### config.mk
export PLATFORM = sky130hd
export DESIGN_NAME = digit_serial_mul_ctrl
export DESIGN_NICKNAME = d
export VERILOG_FILES = /design/src/rtl/digit_serial_mul_ctrl.sv
export SDC_FILE = /design/constraint.sdc
export NUM_CORES = 1
export LEC_CHECK = 0
export BUFFER_PORTS_ARGS = -buffer_cell sky130_fd_sc_hd__buf_2
export CAP_MARGIN = 5
export CORE_UTILIZATION = 50
export DETAILED_ROUTE_END_ITERATION = 8
export PLACE_DENSITY = 0.69
export SKIP_CTS_REPAIR_TIMING = 1
export SLEW_MARGIN = 0
export SYNTH_ARGS = -nofsm -noshare
export SYNTH_HDL_FRONTEND = slang
export SYNTH_SLANG_ARGS = --single-unit
### constraint.sdc
create_clock -name clk -period 6.3 [get_ports clk]
set_input_delay 1.575 -clock clk [delete_from_list [all_inputs] [get_ports clk]]
set_output_delay 1.575 -clock clk [all_outputs]
set_load 0.02 [all_outputs]
### src/rtl/digit_serial_mul_ctrl.sv
// Digit-serial WIDTHxWIDTH unsigned multiplier controller around a shared 2x2 core.
// Walks all digit pairs, accumulates core results and audits each one against the exact product.
module digit_serial_mul_ctrl #(
    parameter int unsigned WIDTH = 8
) (
    input  logic               clk,
    input  logic               rst,
    input  logic               start,
    input  logic [WIDTH-1:0]   a,
    input  logic [WIDTH-1:0]   b,
    input  logic               clr_err,
    output logic [1:0]         core_a,
    output logic [1:0]         core_b,
    input  logic [3:0]         core_p,
    output logic               busy,
    output logic               done,
    output logic [2*WIDTH-1:0] p,
    output logic               core_err,
    output logic [7:0]         err_cnt
);

    localparam int unsigned N    = WIDTH / 2;
    localparam int unsigned IdxW = (N > 1) ? $clog2(N) : 1;
    localparam int unsigned PW   = 2 * WIDTH;
    localparam logic [IdxW-1:0] Last = IdxW'(N - 1);

    typedef enum logic [1:0] {StIdle, StCalc, StDone} state_e;

    state_e            state_q;
    logic [WIDTH-1:0]  a_q, b_q;
    logic [IdxW-1:0]   i_q, j_q;
    logic [PW-1:0]     acc_q;
    logic [PW-1:0]     p_q;
    logic              busy_q, done_q;
    logic              err_q;
    logic [7:0]        cnt_q;

    logic [IdxW+1:0]   shamt;
    logic [PW-1:0]     term;
    logic [PW-1:0]     acc_sum;
    logic [3:0]        exact;
    logic              mismatch;
    logic              last_pair;

    // Core operands come straight from the latched operands; zero outside CALC so an
    // asynchronous reset clears them without waiting for an edge.
    always_comb begin
        core_a = 2'b00;
        core_b = 2'b00;
        if (state_q == StCalc) begin
            core_a = a_q[{i_q, 1'b0} +: 2];
            core_b = b_q[{j_q, 1'b0} +: 2];
        end
    end

    always_comb begin
        shamt     = ({2'b00, i_q} + {2'b00, j_q}) << 1;
        term      = PW'(core_p) << shamt;
        acc_sum   = acc_q + term;
        exact     = {2'b00, core_a} * {2'b00, core_b};
        mismatch  = (state_q == StCalc) && (core_p != exact);
        last_pair = (i_q == Last) && (j_q == Last);
    end

    always_ff @(posedge clk or posedge rst) begin
        if (rst) begin
            state_q <= StIdle;
            a_q     <= '0;
            b_q     <= '0;
            i_q     <= '0;
            j_q     <= '0;
            acc_q   <= '0;
            p_q     <= '0;
            busy_q  <= 1'b0;
            done_q  <= 1'b0;
            err_q   <= 1'b0;
            cnt_q   <= '0;
        end else begin
            done_q <= 1'b0;
            case (state_q)
                StIdle, StDone: begin
                    if (start) begin
                        a_q     <= a;
                        b_q     <= b;
                        i_q     <= '0;
                        j_q     <= '0;
                        acc_q   <= '0;
                        busy_q  <= 1'b1;
                        state_q <= StCalc;
                    end else begin
                        state_q <= StIdle;
                    end
                end
                StCalc: begin
                    acc_q <= acc_sum;
                    if (j_q == Last) begin
                        j_q <= '0;
                        i_q <= i_q + 1'b1;
                    end else begin
                        j_q <= j_q + 1'b1;
                    end
                    if (last_pair) begin
                        p_q     <= acc_sum;
                        done_q  <= 1'b1;
                        busy_q  <= 1'b0;
                        state_q <= StDone;
                    end
                end
                default: state_q <= StIdle;
            endcase

            // A clear wins over a same-cycle mismatch, which is then dropped.
            if (clr_err) begin
                err_q <= 1'b0;
                cnt_q <= '0;
            end else if (mismatch) begin
                err_q <= 1'b1;
                if (cnt_q != 8'hFF) begin
                    cnt_q <= cnt_q + 8'd1;
                end
            end
        end
    end

    assign busy     = busy_q;
    assign done     = done_q;
    assign p        = p_q;
    assign core_err = err_q;
    assign err_cnt  = cnt_q;

endmodule

==> impl_metrics.yaml <==
sta:
  tns_ns: 0
  finalSetupViolCount: 0
  drv_slew: 0
  fin_crit_sh: 0.5966
  relSlewSlack: 0.2486
  worst_pin_slew_ns: 1.125
  fin_hold_ws_ns: 0.4739
  hold_viol: 0
  rsz0062_at_grt: "false"
  max_freq_ghz: 0.2661
  clock_skew_ns: 0.01182
  period_needed_ns: 3.758
flow_run:
  maxCapViolCount: 0
power:
  pwr-share-comb: 0.575
  intPower_mw: 1.409
  p_clk_frac: 0.148
  power_switching_mw: 1.164
  p_seq_frac: 0.278
  vdd_drop_max_mv: 0.2514
  power_density_nw_per_um2: 587.1
  leakagePower_nw: 2.203
  sw_frac_of_total: 0.4525
synth:
  async_reset_ff_frac: 1.000
  syn_nets: 466
  synth_fa_ha_area_frac: 0.07942
  syn_area_sq_um: 3812
  ys.flop_type: "dfrtp_1"
  synth_cell_types: 55
  synth_top_family_by_area: "simple AND/OR/NAND/NOR gates"
  yosys.area_share.xor_xnor: 0.02297
  synth_area_leader_cell: "dfrtp_1"
  synth_simple_gate_area_frac: 0.2271
  synth_area_per_cell_sq_um: 9.099
  synthMuxAreaShare: 0.04824
  ys_warn_count: 0
  synth_edf_count: 0
  synth_cells: 419
  synth_most_common_cell: "nand2_1"
  synth_top_cell_area_share: 0.4266
  synth_seq_cells: 65
  yosysSeqAreaShare: 0.4266
  synth_area_leaders: "dfrtp_1, nand2_1, ha_1"
  synth-compound-area-share: 0.1667
  synthTopCellsByCount: "nand2_1, dfrtp_1, nor2_1, o21ai_0, ha_1"
clocking:
  clk_pin_slew_ns: 0.07
  cts_tree: "done"
  clk_path_buf_depth: 2
  clockRootBuffer: "clkbuf_8"
  numCtsBuffers: 9
  clk_latency_ns: 0.35
  numClockSinks: 65
  htree_num_levels: 3
critical_path:
  critPathKind: "reg -> out"
  crit_path_end_kind: "output pin"
  slowest_stage: "nor2b_1"
  critPathMaxStageDelay_ns: 0.78
  crit_chain: "nor2b_1 > buf_4 > and2_2 > buf_2"
  cp-startpoint: "state_q[0]$_DFFE_PP0N_"
  crit_required_ns: 4.72
  rr_startpoint: "i_q[0]$_DFFE_PP0P_"
  critical_path.max_fanout: 16
  cp.arrival_ns: 2.18
  start_kind: "flop"
detailed_routing:
  firstDrtPassIters: 5
  dr.first_iter.drc_count: 220
  postRouteAntennaNets: 0
  routed_wl_microns: 8467
  num_vias: 3214
  avgViaCountPerCell: 5.599
  drc: 0
  wl_per_cell_microns: 14.75
floorplanning:
  die_h_microns: 89.32
  rows: 31
  coreArea_sq_um: 7331
  die_width_microns: 89.32
  initial_core_util: 0.5201
  die-area_sq_um: 7978
  ios: 55
grt:
  antenna_found_initial: 0
  track_usage: 0.2299
  grt_max_degree: 66
  grt_pass1_wl_microns: 13940
  first_global_vias: 2963
  gr-total-overflow: 0
layout:
  final_nets: 517
  areaGrowthSynthToFinish_pct: 14.97
  drive_above_1_share: 0.1853
  antenna_cells: 0
min_path:
  hp-class: "reg -> reg"
  hold_path_startpoint: "p[4]$_DFFE_PP0P_"
place:
  numPortBuffers: 54
  gp_congestion: 0.8985
  dp_hpwl_microns: 6031
status:
  outcome: "finished, final reports clean"
## power by group through the flow
stage / sequential, mW / clock [mW] / combinational, mW
6_report: 0.715 / 0.380 / 1.48
5_1_grt: 0.740 / 0.402 / 1.66
4_1_cts: 0.716 / 0.384 / 1.48
3_5_place_dp: 0.721 / 0 / 1.47
3_3_place_gp: 0.718 / 0 / 1.42
2_1_floorplan: 0.764 / 0 / 1.07
## cell families (layout without fill, tap and decap cells)
logic type      Yosys count  in the layout
buf+inv                  29             85
compound gates           92             92
fa+ha+maj                23             23
mux                      12             12
simple gates            188            188
xor+xnor                 10             10
flops                    65             65
## placed cells by master, fill, tap and decap left out, types with 9 or more instances in the layout
cell type  count
o21ai_0       22
inv_1          9
dfrtp_1       65
a21oi_1       14
buf_2         54
nand2_1      102
clkbuf_8      12
nand3_1       12
nor2_1        24
ha_1          21
## worst max-delay path, delay by kind of cell, from the launching register on
family,cells,cell delay (ns)
buf+inv,2,0.51
simple gates,2,0.95
flops,1,0.38
## path summary, 6_finish.rpt
kind                       slack (ns)                endpoint  cells after the start
max                              2.54               core_a[0]                      4
min                              0.47        p[4]$_DFFE_PP0P_                      2
max reg2reg                      2.68   acc_q[15]$_DFFE_PP0P_                     11
min reg2reg                      0.47        p[4]$_DFFE_PP0P_                      2
max in group asynchronous        4.31    acc_q[5]$_DFFE_PP0P_                      3
min in group asynchronous        1.44  err_cnt[6]$_DFFE_PP0P_                      3
## metrics by stage
step | instance area [sq um] | power [mW] | instances | utilization | worst slack [ns]
after floorplan | 3812 | 1.832 | 419 | - | 2.656
after global placement | 4168 | 2.142 | 558 | 0.5685 | 2.397
after detailed placement | 4168 | 2.192 | 558 | 0.5685 | 2.305
after CTS | 4383 | 2.579 | 574 | 0.5979 | 2.581
after global routing | 4383 | 2.802 | 574 | 0.5979 | 2.435
final | 4383 | 2.573 | 574 | 0.5979 | 2.542
## layout make-up
type	instances	area [sq um]
fill	661	2948
multi-input combinational	325	2076
sequential	65	1627
timing repair buffer	58	300.3
clock buffer	12	165.2
tap	99	123.9
clock inverter	4	50.05
inverter	11	41.29
## per-layer routing
layer / share of wire / wire length, microns / GRT usage
met5: 0 / 0 / 0
met4: 0.013 / 114 / 0.06926
met3: 0.048 / 408 / 0.04894
met2: 0.47 / 4011 / 0.3727
met1: 0.46 / 3932 / 0.3106
## flip-flops by register name, summed over array words and instances (netlist names), 2 cells and up
name	cells
a_q	8
acc_q	16
b_q	8
err_cnt	8
i_q	2
j_q	2
p	16
state_q	2
(Power assumes the default switching activity.)
